--- src/rtl/bounce_pkg.sv ---
// rtl/bounce_pkg.sv - shared types and default width for the bounce counter and its checker.
package bounce_pkg;

  localparam int BOUNCE_WIDTH = 4;

  typedef enum logic [2:0] {
    IDLE,
    SYNC,
    UP,
    DOWN,
    TOP,
    BOT
  } state_t;

  typedef enum logic [1:0] {
    ERR_NONE  = 2'b00,
    ERR_STEP  = 2'b01,
    ERR_DWELL = 2'b10
  } err_code_t;

  function automatic logic is_locked(input state_t s);
    return (s == UP) || (s == DOWN) || (s == TOP) || (s == BOT);
  endfunction

endpackage

--- src/rtl/bounce_expect.sv ---
// rtl/bounce_expect.sv - combinational next-value prediction and classification for the checker.
// The expected port exists only when BOUNCE_ERR_CAPTURE_EN is defined.
module bounce_expect
  import bounce_pkg::*;
#(
  parameter int WIDTH = BOUNCE_WIDTH
) (
  input  state_t           state,
  input  logic [WIDTH-1:0] prev,
  input  logic [WIDTH-1:0] cur,
`ifdef BOUNCE_ERR_CAPTURE_EN
  output logic [WIDTH-1:0] expected,
`endif
  output logic             match,
  output state_t           next_state,
  output err_code_t        err_code
);

  localparam logic [WIDTH-1:0] MAX = {WIDTH{1'b1}};

  // One extra bit so MAX+1 and 0-1 never alias a legal count.
  logic [WIDTH:0] prev_x;
  logic [WIDTH:0] cur_x;
  logic [WIDTH:0] inc_x;
  logic [WIDTH:0] dec_x;
  logic [WIDTH:0] expected_x;

  assign prev_x = {1'b0, prev};
  assign cur_x  = {1'b0, cur};
  assign inc_x  = prev_x + (WIDTH + 1)'(1);
  assign dec_x  = prev_x - (WIDTH + 1)'(1);

`ifdef BOUNCE_ERR_CAPTURE_EN
  assign expected = expected_x[WIDTH-1:0];
`endif

  always_comb begin
    expected_x = cur_x;
    match      = 1'b1;
    next_state = state;
    err_code   = ERR_NONE;
    unique case (state)
      IDLE: next_state = SYNC;
      SYNC: begin
        if (cur_x == inc_x)
          next_state = (cur == MAX) ? TOP : UP;
        else if (cur_x == dec_x)
          next_state = (cur == '0) ? BOT : DOWN;
        else if ((cur == prev) && (cur == MAX))
          next_state = DOWN;
        else if ((cur == prev) && (cur == '0))
          next_state = UP;
      end
      UP: begin
        expected_x = inc_x;
        match      = (cur_x == inc_x);
        next_state = (cur == MAX) ? TOP : UP;
      end
      TOP: begin
        expected_x = {1'b0, MAX};
        match      = (cur == MAX);
        next_state = DOWN;
      end
      DOWN: begin
        expected_x = dec_x;
        match      = (cur_x == dec_x);
        next_state = (cur == '0) ? BOT : DOWN;
      end
      BOT: begin
        expected_x = '0;
        match      = (cur == '0);
        next_state = UP;
      end
      default: next_state = IDLE;
    endcase

    if (!match) begin
      next_state = SYNC;
      err_code   = ((state == TOP) || (state == BOT) || (cur == prev)) ? ERR_DWELL : ERR_STEP;
    end
  end

endmodule

--- config.mk ---
export PLATFORM = sky130hd
export DESIGN_NAME = bounce_expect
export DESIGN_NICKNAME = d
export VERILOG_FILES = /design/src/rtl/bounce_pkg.sv /design/src/rtl/bounce_expect.sv
export SDC_FILE = /design/constraint.sdc
export NUM_CORES = 1
export LEC_CHECK = 0
export BUFFER_PORTS_ARGS = -buffer_cell sky130_fd_sc_hd__buf_2
export CAP_MARGIN = 5
export CORE_AREA = 10 10 47 49
export DETAILED_ROUTE_END_ITERATION = 6
export DIE_AREA = 0 0 57 59
export PLACE_DENSITY = 0.62
export SLEW_MARGIN = 10
export SYNTH_ARGS = -nofsm -noshare
export SYNTH_HDL_FRONTEND = slang
export SYNTH_SLANG_ARGS = --single-unit
--- constraint.sdc ---
create_clock -name vclk -period 2.6
set_clock_uncertainty 0.1 [all_clocks]
set_input_delay 0.39 -clock vclk [all_inputs]
set_output_delay 0.39 -clock vclk [all_outputs]
set_load 0.02 [all_outputs]
==> flow_metrics.py <==
metrics = {
    "pwr": {
        "p_per_area_nw_per_um2": 206,
        "ir_drop_mv": 0.107,
        "power_leakage_nw": 0.352,
    },
    "hold_path": {
        "whs_path_depth": 3,
        "min-delay-path-class": "in -> out",
        "worstHoldEndpoint": "next_state[2]",
        "hold_start": "state[2]",
    },
    "detailed_routing": {
        "ant_nets": 0,
        "num_vias": 619,
        "drt_first_pass_iters": 4,
        "routed_wl_mm": 1.68,
        "avgViaCountPerCell": 5.58,
        "drc": 0,
        "wl_per_cell_um": 15.1,
        "drt_iter0_drc": 9,
    },
    "job": {
        "maxCapViolCount": 0,
    },
    "finish": {
        "fin_cells": 111,
        "nClkBuffers": 0,
        "final_cell_mix": "buf_4 (15), buf_2 (14), nand2_1 (8)",
        "nFlopsAndLatches": 0,
        "register_area_sq_um": 0,
        "drive_gt1_share_pct": 61.1,
        "final_common_cell": "buf_4",
        "final_nets": 110,
        "area_delta_synth_final_pct": 70.4,
        "antenna_cells": 0,
    },
    "timing": {
        "hold_ws_ns": 1.01,
        "setup_violations": 0,
        "finalCriticalPeriod_ns": 2.60,
        "drv_slew": 0,
        "fin_crit_sh_pct": 99.9,
        "setup_ws_ns": 0.00301,
        "rsz0062_at_grt": "yes",
        "fin_setup_tns_ns": 0,
        "hold_viol": 0,
        "worst_slew_pin_slew_ns": 0.354,
        "fmax_mhz": 385,
        "max_slew_margin_pct": 76.4,
    },
    "worst_setup_path": {
        "path_class": "in -> out",
        "startpoint_type": "input pin",
        "cp_slowest_cell": "or4_4",
        "endpoint_kind": "primary output",
        "cp.required_ns": 2.11,
        "crit_fanout": 4,
        "critical_path_arrival_ns": 2.11,
        "slowest_delay_ns": 0.52,
        "crit_chain": "buf_8 -> inv_4 -> ha_4 -> xor2_2 -> nand2b_4 -> nor3_4 -> or4_4 -> a221oi_2 -> buf_4",
    },
    "die": {
        "dieWidth_um": 57,
        "start_util_pct": 35.6,
        "die_area_sq_um": 3360,
        "ioPinCount": 17,
        "fp.coreArea_sq_um": 1400,
        "rows": 14,
        "die_y_um": 59,
    },
    "synth": {
        "syn_nets": 80,
        "yosys_warnings": 0,
        "syn_inst": 67,
        "synth.avg_cell_area_sq_um": 7.45,
        "yosysUniqueCellTypes": 40,
        "seq_area_frac_synth_pct": 0,
        "netlist_area_sq_um": 499,
    },
    "place": {
        "hpwl_mm": 1.24,
        "port_buffers": 17,
        "dp_cells": 108,
        "pre_cts_slack_ns": -0.167,
        "gp_congestion": 0.839,
    },
    "global_routing": {
        "grt_overflow_total": 0,
        "grt_pass1_wl_mm": 2.57,
        "grt_pass1_vias": 617,
        "antenna_found_initial": 0,
        "track_usage_pct": 8.59,
        "grt_max_degree": 11,
    },
    "clocking": {
        "hold_buffers": 0,
    },
    "status": {
        "status": "completed",
    },
}
## routing by layer
| layer | vias up | wire (um) | global-route usage, % |
|---|---|---|---|
| met4 | 0 | 0 | 1.68 |
| li1 | 307 | - | - |
| met3 | 0 | 42 | 1.07 |
| met1 | 301 | 707 | 9.59 |
| met5 | - | 0 | 0 |
| met2 | 11 | 928 | 16.7 |
## worst max-delay path by stage
| stage | startpoint | endpoint | slack, ns | cells past startpoint |
|---|---|---|---|---|
| after detailed placement | prev[0] | next_state[1] | -0.17 | 9 |
| after global placement | prev[0] | next_state[1] | -0.16 | 9 |
| after floorplan | prev[0] | next_state[1] | 0.05 | 7 |
| final | prev[1] | next_state[1] | 0.003 | 9 |
| after global routing | prev[1] | next_state[1] | -0.09 | 9 |
| after CTS | prev[0] | next_state[1] | 0.02 | 9 |
## cell families (layout without fill, tap and decap cells)
kind of cell	after synthesis	in the layout	share of synthesized area (%)
AND/OR/NAND/NOR	27	27	33.1
AO/OA/AOI/OAI	21	21	33.1
XOR/XNOR	8	8	17.0
buffers and inverters	8	36	9.77
adder cells (fa/ha/maj)	2	2	5.01
multiplexers	1	1	2.01
## power breakdown
group	internal (W)	total (W)	switching, W
registers	0	0	0
logic	0.0000839	0.000175	0.0000914
clock network	0	0	0
total	0.0000839	0.000175	0.0000914
## critical path: cells and delay by family
family          cells  cell delay [ns]
buf+inv             3             0.29
simple gates        3             0.76
fa+ha+maj           1             0.26
compound gates      1             0.24
xor+xnor            1             0.17
## cells in the mapped netlist (2+ instances only)
cell,number,area share [%]
nand2_1,8,6.0
inv_1,5,3.8
a21oi_1,4,4.0
xnor2_1,4,7.0
o21ai_0,3,3.0
a2111oi_2,2,6.0
and3b_1,2,3.5
ha_1,2,5.0
nor2b_1,2,2.5
nor3_1,2,2.0
o21ai_1,2,2.0
or2_2,2,2.5
xor2_1,2,3.5
## area by class of cell
class | instances | area [sq um]
tap | 16 | 20.0
inverter | 5 | 23.8
timing repair buffer | 31 | 213
multi-input combinational | 59 | 594
fill | 130 | 551
## per-stage QoR
| stage | util, % | total power, W | cell area (sq um) |
|---|---|---|---|
| CTS | 53.6 | 0.000150 | 751 |
| finish | 60.7 | 0.000175 | 851 |
| global placement | 46.9 | 0.000124 | 657 |
| detailed placement | 46.9 | 0.000125 | 657 |
| floorplan | - | 0.0000779 | 499 |
| global route | 60.7 | 0.000188 | 851 |
## timing repair
item / in CTS / in global routing
setup endpoints to repair: 4 / 3
gates resized for setup: 15 / 17
pin swaps: 8 / 9
buffers inserted: 0 / 3
(Power assumes the default switching activity.)
